==> src/rtl/vdispatcher_pkg.sv <==
// Shared widths, add/sub encodings and slot record for the vector-lane dispatcher.
package vdispatcher_pkg;

   localparam int unsigned VD_INSTRWIDTH = 151;
   localparam int unsigned VD_ELMWIDTH   = 6;
   localparam int unsigned VD_CNTWIDTH   = 4;

   localparam logic ADD = 1'b0;
   localparam logic SUB = 1'b1;

   typedef struct packed {
      logic [VD_INSTRWIDTH-1:0] instr;
      logic                     first;
      logic [VD_ELMWIDTH-1:0]   rdelm;
      logic [VD_ELMWIDTH-1:0]   wrelm;
      logic [VD_CNTWIDTH-1:0]   count;
      logic                     valid;
   } slot_t;

endpackage

==> src/rtl/vdispatcher_slot.sv <==
// One dispatcher slot: load/shift/hold source mux, pointer/count update, squash.
// VDISPATCHER_COUNT_SATURATE_EN selects saturating count arithmetic (default wraps).
module vdispatcher_slot
   import vdispatcher_pkg::*;
#(
   parameter int unsigned INSTRWIDTH = VD_INSTRWIDTH,
   parameter int unsigned ELMWIDTH   = VD_ELMWIDTH,
   parameter int unsigned CNTWIDTH   = VD_CNTWIDTH
) (
   input  logic                  clk,
   input  logic                  resetn,
   input  logic                  i_load,
   input  logic                  i_shift,
   input  logic                  i_squash,
   input  logic                  i_own_inc,
   input  logic                  i_prev_inc,
   input  logic [INSTRWIDTH-1:0] i_par_instr,
   input  logic                  i_par_first,
   input  logic [ELMWIDTH-1:0]   i_par_rdelm,
   input  logic [ELMWIDTH-1:0]   i_par_wrelm,
   input  logic [CNTWIDTH-1:0]   i_par_count,
   input  logic                  i_par_valid,
   input  logic [INSTRWIDTH-1:0] i_prev_instr,
   input  logic                  i_prev_first,
   input  logic [ELMWIDTH-1:0]   i_prev_rdelm,
   input  logic [ELMWIDTH-1:0]   i_prev_wrelm,
   input  logic [CNTWIDTH-1:0]   i_prev_count,
   input  logic                  i_prev_valid,
   input  logic                  i_rdelm_add_sub,
   input  logic                  i_wrelm_add_sub,
   input  logic                  i_count_add_sub,
   input  logic [ELMWIDTH-1:0]   i_rdelm_step,
   input  logic [ELMWIDTH-1:0]   i_wrelm_step,
   input  logic [CNTWIDTH-1:0]   i_count_step,
   output logic [INSTRWIDTH-1:0] o_instr,
   output logic                  o_first,
   output logic [ELMWIDTH-1:0]   o_rdelm,
   output logic [ELMWIDTH-1:0]   o_wrelm,
   output logic [CNTWIDTH-1:0]   o_count,
   output logic                  o_valid
);

   logic [INSTRWIDTH-1:0] r_instr;
   logic                  r_first;
   logic [ELMWIDTH-1:0]   r_rdelm;
   logic [ELMWIDTH-1:0]   r_wrelm;
   logic [CNTWIDTH-1:0]   r_count;
   logic                  r_valid;

   logic [INSTRWIDTH-1:0] w_src_instr;
   logic                  w_src_first;
   logic [ELMWIDTH-1:0]   w_src_rdelm;
   logic [ELMWIDTH-1:0]   w_src_wrelm;
   logic [CNTWIDTH-1:0]   w_src_count;
   logic                  w_src_valid;
   logic                  w_src_inc;
   logic                  w_do_inc;
   logic [ELMWIDTH-1:0]   w_rdelm_upd;
   logic [ELMWIDTH-1:0]   w_wrelm_upd;
   logic [CNTWIDTH-1:0]   w_cnt_upd;
`ifdef VDISPATCHER_COUNT_SATURATE_EN
   logic [CNTWIDTH:0]     w_cnt_wide;
`endif

   // Increment follows the source slot, so on shift it is the upstream slot's bit.
   always_comb begin
      w_src_instr = r_instr;
      w_src_first = r_first;
      w_src_rdelm = r_rdelm;
      w_src_wrelm = r_wrelm;
      w_src_count = r_count;
      w_src_valid = r_valid;
      w_src_inc   = i_own_inc;
      if (i_load) begin
         w_src_instr = i_par_instr;
         w_src_first = i_par_first;
         w_src_rdelm = i_par_rdelm;
         w_src_wrelm = i_par_wrelm;
         w_src_count = i_par_count;
         w_src_valid = i_par_valid;
         w_src_inc   = 1'b0;
      end else if (i_shift) begin
         w_src_instr = i_prev_instr;
         w_src_first = i_prev_first;
         w_src_rdelm = i_prev_rdelm;
         w_src_wrelm = i_prev_wrelm;
         w_src_count = i_prev_count;
         w_src_valid = i_prev_valid;
         w_src_inc   = i_prev_inc;
      end
   end

   assign w_do_inc    = w_src_inc & w_src_valid;
   assign w_rdelm_upd = (i_rdelm_add_sub == ADD) ? w_src_rdelm + i_rdelm_step : w_src_rdelm - i_rdelm_step;
   assign w_wrelm_upd = (i_wrelm_add_sub == ADD) ? w_src_wrelm + i_wrelm_step : w_src_wrelm - i_wrelm_step;

   always_comb begin
`ifdef VDISPATCHER_COUNT_SATURATE_EN
      w_cnt_wide = {1'b0, w_src_count} + {1'b0, i_count_step};
      if (i_count_add_sub == SUB)
         w_cnt_upd = (i_count_step > w_src_count) ? '0 : w_src_count - i_count_step;
      else
         w_cnt_upd = w_cnt_wide[CNTWIDTH] ? '1 : w_cnt_wide[CNTWIDTH-1:0];
`else
      w_cnt_upd = (i_count_add_sub == SUB) ? w_src_count - i_count_step : w_src_count + i_count_step;
`endif
   end

   always_ff @(posedge clk or negedge resetn) begin
      if (!resetn) begin
         r_instr <= '0;
         r_first <= 1'b0;
         r_rdelm <= '0;
         r_wrelm <= '0;
         r_count <= '0;
         r_valid <= 1'b0;
      end else begin
         r_instr <= w_src_instr;
         r_first <= w_do_inc ? 1'b0 : w_src_first;
         r_rdelm <= w_do_inc ? w_rdelm_upd : w_src_rdelm;
         r_wrelm <= w_do_inc ? w_wrelm_upd : w_src_wrelm;
         r_count <= w_do_inc ? w_cnt_upd : w_src_count;
         r_valid <= w_src_valid & ~i_squash;
      end
   end

   assign o_instr = r_instr;
   assign o_first = r_first;
   assign o_rdelm = r_rdelm;
   assign o_wrelm = r_wrelm;
   assign o_count = r_count;
   assign o_valid = r_valid;

endmodule

==> src/rtl/vdispatcher_multi.sv <==
// Chain of NUMSLOTS vector dispatch slots with shift/rotate, parallel load and squash.
// VDISPATCHER_COUNT_SATURATE_EN selects saturating count arithmetic (default wraps).
module vdispatcher_multi
   import vdispatcher_pkg::*;
#(
   parameter int unsigned NUMSLOTS   = 2,
   parameter int unsigned INSTRWIDTH = VD_INSTRWIDTH,
   parameter int unsigned ELMWIDTH   = VD_ELMWIDTH,
   parameter int unsigned CNTWIDTH   = VD_CNTWIDTH
) (
   input  logic                           clk,
   input  logic                           resetn,
   input  logic                           shift,
   input  logic                           rotate,
   input  logic                           load,
   input  logic [NUMSLOTS-1:0]            squash,
   input  logic [NUMSLOTS-1:0]            increment,
   input  logic [INSTRWIDTH-1:0]          inshift_instr,
   input  logic                           inshift_first,
   input  logic [ELMWIDTH-1:0]            inshift_rdelm,
   input  logic [ELMWIDTH-1:0]            inshift_wrelm,
   input  logic [CNTWIDTH-1:0]            inshift_count,
   input  logic                           inshift_valid,
   input  logic [NUMSLOTS*INSTRWIDTH-1:0] inparallel_instr,
   input  logic [NUMSLOTS-1:0]            inparallel_first,
   input  logic [NUMSLOTS*ELMWIDTH-1:0]   inparallel_rdelm,
   input  logic [NUMSLOTS*ELMWIDTH-1:0]   inparallel_wrelm,
   input  logic [NUMSLOTS*CNTWIDTH-1:0]   inparallel_count,
   input  logic [NUMSLOTS-1:0]            inparallel_valid,
   input  logic                           rdelm_add_sub,
   input  logic                           wrelm_add_sub,
   input  logic                           count_add_sub,
   input  logic [ELMWIDTH-1:0]            rdelm_valuetoadd,
   input  logic [ELMWIDTH-1:0]            wrelm_valuetoadd,
   input  logic [CNTWIDTH-1:0]            count_valuetoadd,
   output logic [NUMSLOTS*INSTRWIDTH-1:0] instr,
   output logic [NUMSLOTS-1:0]            first,
   output logic [NUMSLOTS*ELMWIDTH-1:0]   rdelm,
   output logic [NUMSLOTS*ELMWIDTH-1:0]   wrelm,
   output logic [NUMSLOTS*CNTWIDTH-1:0]   count,
   output logic [NUMSLOTS-1:0]            valid,
   output logic [NUMSLOTS-1:0]            done
);

   for (genvar gi = 0; gi < NUMSLOTS; gi++) begin : g_slot
      logic [INSTRWIDTH-1:0] w_prev_instr;
      logic                  w_prev_first;
      logic [ELMWIDTH-1:0]   w_prev_rdelm;
      logic [ELMWIDTH-1:0]   w_prev_wrelm;
      logic [CNTWIDTH-1:0]   w_prev_count;
      logic                  w_prev_valid;
      logic                  w_prev_inc;

      // Slot 0 takes either fresh inshift data (never incremented) or the wrapped tail.
      if (gi == 0) begin : g_head
         assign w_prev_instr = rotate ? instr[(NUMSLOTS-1)*INSTRWIDTH +: INSTRWIDTH] : inshift_instr;
         assign w_prev_first = rotate ? first[NUMSLOTS-1] : inshift_first;
         assign w_prev_rdelm = rotate ? rdelm[(NUMSLOTS-1)*ELMWIDTH +: ELMWIDTH] : inshift_rdelm;
         assign w_prev_wrelm = rotate ? wrelm[(NUMSLOTS-1)*ELMWIDTH +: ELMWIDTH] : inshift_wrelm;
         assign w_prev_count = rotate ? count[(NUMSLOTS-1)*CNTWIDTH +: CNTWIDTH] : inshift_count;
         assign w_prev_valid = rotate ? valid[NUMSLOTS-1] : inshift_valid;
         assign w_prev_inc   = rotate & increment[NUMSLOTS-1];
      end else begin : g_body
         assign w_prev_instr = instr[(gi-1)*INSTRWIDTH +: INSTRWIDTH];
         assign w_prev_first = first[gi-1];
         assign w_prev_rdelm = rdelm[(gi-1)*ELMWIDTH +: ELMWIDTH];
         assign w_prev_wrelm = wrelm[(gi-1)*ELMWIDTH +: ELMWIDTH];
         assign w_prev_count = count[(gi-1)*CNTWIDTH +: CNTWIDTH];
         assign w_prev_valid = valid[gi-1];
         assign w_prev_inc   = increment[gi-1];
      end

      vdispatcher_slot #(
         .INSTRWIDTH (INSTRWIDTH),
         .ELMWIDTH   (ELMWIDTH),
         .CNTWIDTH   (CNTWIDTH)
      ) u_slot (
         .clk             (clk),
         .resetn          (resetn),
         .i_load          (load),
         .i_shift         (shift),
         .i_squash        (squash[gi]),
         .i_own_inc       (increment[gi]),
         .i_prev_inc      (w_prev_inc),
         .i_par_instr     (inparallel_instr[gi*INSTRWIDTH +: INSTRWIDTH]),
         .i_par_first     (inparallel_first[gi]),
         .i_par_rdelm     (inparallel_rdelm[gi*ELMWIDTH +: ELMWIDTH]),
         .i_par_wrelm     (inparallel_wrelm[gi*ELMWIDTH +: ELMWIDTH]),
         .i_par_count     (inparallel_count[gi*CNTWIDTH +: CNTWIDTH]),
         .i_par_valid     (inparallel_valid[gi]),
         .i_prev_instr    (w_prev_instr),
         .i_prev_first    (w_prev_first),
         .i_prev_rdelm    (w_prev_rdelm),
         .i_prev_wrelm    (w_prev_wrelm),
         .i_prev_count    (w_prev_count),
         .i_prev_valid    (w_prev_valid),
         .i_rdelm_add_sub (rdelm_add_sub),
         .i_wrelm_add_sub (wrelm_add_sub),
         .i_count_add_sub (count_add_sub),
         .i_rdelm_step    (rdelm_valuetoadd),
         .i_wrelm_step    (wrelm_valuetoadd),
         .i_count_step    (count_valuetoadd),
         .o_instr         (instr[gi*INSTRWIDTH +: INSTRWIDTH]),
         .o_first         (first[gi]),
         .o_rdelm         (rdelm[gi*ELMWIDTH +: ELMWIDTH]),
         .o_wrelm         (wrelm[gi*ELMWIDTH +: ELMWIDTH]),
         .o_count         (count[gi*CNTWIDTH +: CNTWIDTH]),
         .o_valid         (valid[gi])
      );

      assign done[gi] = valid[gi] & (count[gi*CNTWIDTH +: CNTWIDTH] == '0);
   end

endmodule

==> config.mk <==
export PLATFORM = sky130hd
export DESIGN_NAME = vdispatcher_multi
export DESIGN_NICKNAME = d
export VERILOG_FILES = /design/src/rtl/vdispatcher_pkg.sv /design/src/rtl/vdispatcher_slot.sv /design/src/rtl/vdispatcher_multi.sv
export SDC_FILE = /design/constraint.sdc
export NUM_CORES = 1
export LEC_CHECK = 0
export CORE_AREA = 4 4 342 344
export CTS_BUF_LIST = sky130_fd_sc_hd__clkbuf_4
export DETAILED_ROUTE_END_ITERATION = 16
export DIE_AREA = 0 0 346 348
export PLACE_DENSITY = 0.46
export SLEW_MARGIN = 0
export SYNTH_ARGS = -nofsm -noshare
export SYNTH_HDL_FRONTEND = slang
export SYNTH_HIERARCHICAL = 1
export SYNTH_SLANG_ARGS = --single-unit
==> constraint.sdc <==
create_clock -name clk -period 3.2 [get_ports clk]
set_clock_uncertainty 0.05 [all_clocks]
set_input_delay 0.96 -clock clk [delete_from_list [all_inputs] [get_ports clk]]
set_output_delay 0.96 -clock clk [all_outputs]
set_load 0.02 [all_outputs]
==> results.json <==
{
  "maxCapViolCount": 0,
  "dr.pass1.iters": 5,
  "synth_cell_types": 42,
  "yosysMostFrequentCell": "mux2i_1",
  "reg2reg_to": "g_slot[0].u_slot/o_rdelm[4]",
  "synth.largest_area_cell": "dfrtp_1",
  "p_leak_uw": 0.0144,
  "synth_ff_type": "dfrtp_1",
  "cts_max_level": 3,
  "hold_viol_final": 0,
  "clock-sinks": 338,
  "status": "finished, final reports clean",
  "num_vias": 18300,
  "worstHoldPathType": "in2reg",
  "die_area_um2": 120000,
  "pwr-share-seq": 0.374,
  "fin_util": 0.281,
  "grt_pass1_vias": 19200,
  "min_path_cells": 3,
  "yosysSeqAreaShare": 0.426,
  "critical-path-max-stage-delay_ns": 0.73,
  "path_buf_inv": 1,
  "end_kind": "output port",
  "cp-start-kind": "flop",
  "drc": 0,
  "worst_slack_ns": 0.178,
  "hold_path_end": "g_slot[1].u_slot/o_instr[133]",
  "syn_avg_cell_area_um2": 10.3,
  "yosys-top-cells-area": "dfrtp_1 (43%), mux2i_1 (18%), o21ai_0 (8.3%)",
  "track_usage": 0.157,
  "die_y_um": 348,
  "fp.coreArea_um2": 114000,
  "slowest_stage": "clkdlybuf4s50_1",
  "viasPerCell": 4.08,
  "gp_congestion": 0.844,
  "synth.ff_latch_count": 338,
  "synth_edf_count": 0,
  "grt_pass1_wl_mm": 140,
  "worstPathRequired_ns": 2.19,
  "overflow": 0,
  "p_comb_frac": 0.322,
  "wl_mm": 99.0,
  "synth_area_um2": 19800,
  "synth_cells": 1919,
  "crit_path_max_fanout": 3,
  "drt_iter0_drc": 740,
  "worst_ir_drop_vdd_mv": 0.205,
  "power_density_nw_per_um2": 437,
  "yosysWarnings": 6,
  "synth_commonest_cells": "mux2i_1 (350), nand2_1 (344), dfrtp_1 (338), o21ai_0 (331), mux2_4 (99)",
  "area_growth_syn_to_layout_pct": 61.4,
  "antenna_found_initial": 24,
  "r2r-start": "g_slot[1].u_slot/o_rdelm[0]",
  "timing.fmax_mhz": 331,
  "hpwl_mm": 77.9,
  "hold_start": "load",
  "clk-insertion-delay-late_ns": 0.92,
  "p_int_uw": 9160,
  "pre_cts_ws_ns": -0.262,
  "power_frac_clock": 0.304,
  "layout-drive-gt1-share": 0.165,
  "io_buffers": 874,
  "place_inst": 4287,
  "slew_headroom": 0.495,
  "nets": 3462,
  "wl_per_cell_um": 22.0,
  "async_flop_share": 1.00,
  "path_class": "reg2out",
  "swShare": 0.345,
  "reg2reg_depth": 11,
  "crit_arrival_ns": 2.01,
  "cts_root_buffer": "clkbuf_4",
  "row_count": 124,
  "antenna_left": 0,
  "worstMarginPinSlew_ns": 0.758,
  "cts_buffers": 107,
  "clk_path_buf_depth": 3,
  "regToRegSetupSlack_ns": 0.79,
  "yosysTopAreaCellShare": 0.426,
  "finalNonFillerCells": 4492,
  "critPathTopFamily": "buffers and inverters",
  "slew_violations": 0,
  "fin_crit_sh": 0.944,
  "crit_chain": "clkdlybuf4s50_1",
  "cts_tree": "done",
  "syn-num-nets": 2492,
  "rsz0062_at_grt": "true",
  "start_util": 0.174,
  "grt_start_max_net_pins": 112,
  "tns_ns": 0,
  "cts.clk_slew.worst_paths_ns": 0.06,
  "setup_viol": 0,
  "p_switching_uw": 4830,
  "fin_crit_ns": 3.02,
  "io-pin-count": 875,
  "chipWidth_um": 346
}
worst reg2reg max path: cells and delay by family (launching register included):
family,cells,cell delay (ns)
buf+inv,1,0.05
simple gates,1,0.06
fa+ha+maj,2,0.59
mux,2,0.42
compound gates,4,0.58
xor+xnor,1,0.15
flops,1,0.44
cells in the final DEF, fill, tap and decap left out, types with 4 or more instances in the layout:
master           instances
mux2i_1                350
xnor2_1                 30
buf_8                    4
dlygate4sd2_1          103
a211oi_1                 6
diode_2                 18
a21o_1                   8
inv_2                    5
buf_12                  11
nor2_1                  36
xor2_1                   8
dfrtp_1                334
mux2_2                  81
o21ai_0                329
fa_1                     4
a21oi_1                 31
nand2_1                344
nor3_1                  10
o22ai_1                  4
inv_1                   21
nand3_1                  7
dfrtp_2                  4
buf_4                  113
clkinv_1                26
ha_1                    30
clkbuf_4               149
clkdlybuf4s50_1        761
mux2_4                  99
repair_timing:
item / in CTS / in global routing
hold endpoints to repair: 36 / 0
pin swaps: 1 / 2
hold buffers: 1 / 0
buffers inserted: 1 / 3
resized for setup: 122 / 7
setup endpoints to repair: 106 / 3
cells by family after synthesis:
group / synth area share
mux: 0.297
simple gates: 0.0833
compound gates: 0.106
flops: 0.426
buf+inv: 0.0437
xor+xnor: 0.0168
fa+ha+maj: 0.0262
sequential cells by signal, summed over array words and instances, names as in the netlist:
signal,cells
g_slot.u_slot/o_count,8
g_slot.u_slot/o_first,2
g_slot.u_slot/o_instr,302
g_slot.u_slot/o_rdelm,12
g_slot.u_slot/o_valid,2
g_slot.u_slot/o_wrelm,12
power by group through the flow:
stage | clock network (uW) | logic [uW] | registers (uW)
final | 4250 | 4510 | 5230
after global placement | 0 | 4650 | 5320
after floorplan | 0 | 1610 | 5690
after global routing | 4740 | 4850 | 5300
after CTS | 4550 | 4570 | 5240
after detailed placement | 0 | 4640 | 5310
area by class of cell:
cell class,count,area [um^2]
fillers,12100,81900
multi-input cells,1420,10600
repair buffers,998,9720
flip-flops and latches,338,8460
well taps,1512,1890
clock buffers,149,1120
clock inverters,33,141
inverters,24,90.1
diodes,18,45.0
per-stage QoR:
| step | power [uW] | hold WS (ns) | cell area (um^2) |
|---|---|---|---|
| detailed placement | 9950 | 0.532 | 30800 |
| global route | 14900 | 0.238 | 32000 |
| global placement | 9960 | 0.516 | 30800 |
| finish | 14000 | 0.394 | 32000 |
| floorplan | 7300 | 0.573 | 19900 |
| CTS | 14400 | 0.180 | 32000 |
metal layers:
layer,vias up,track usage,share of wire
li1,8756,-,-
met1,8760,0.188,0.41
met5,-,0.00314,0.0012
met4,14,0.0487,0.029
met2,676,0.261,0.48
met3,138,0.0595,0.080
how the worst max path moves through the flow:
| stage | from | to | slack (ns) | depth (start not counted) |
|---|---|---|---|---|
| finish | g_slot[1].u_slot/o_instr[29] | instr[180] | 0.18 | 1 |
| global route | g_slot[1].u_slot/o_count[2] | done[1] | -0.08 | 4 |
| CTS | g_slot[0].u_slot/o_count[3] | done[0] | -0.15 | 3 |
| detailed placement | inshift_rdelm[0] | g_slot[0].u_slot/o_rdelm[4] | -0.26 | 12 |
| global placement | inshift_rdelm[0] | g_slot[0].u_slot/o_rdelm[4] | -0.32 | 12 |
| floorplan | rotate | g_slot[0].u_slot/o_wrelm[4] | -0.04 | 14 |
(Power assumes the default switching activity.)
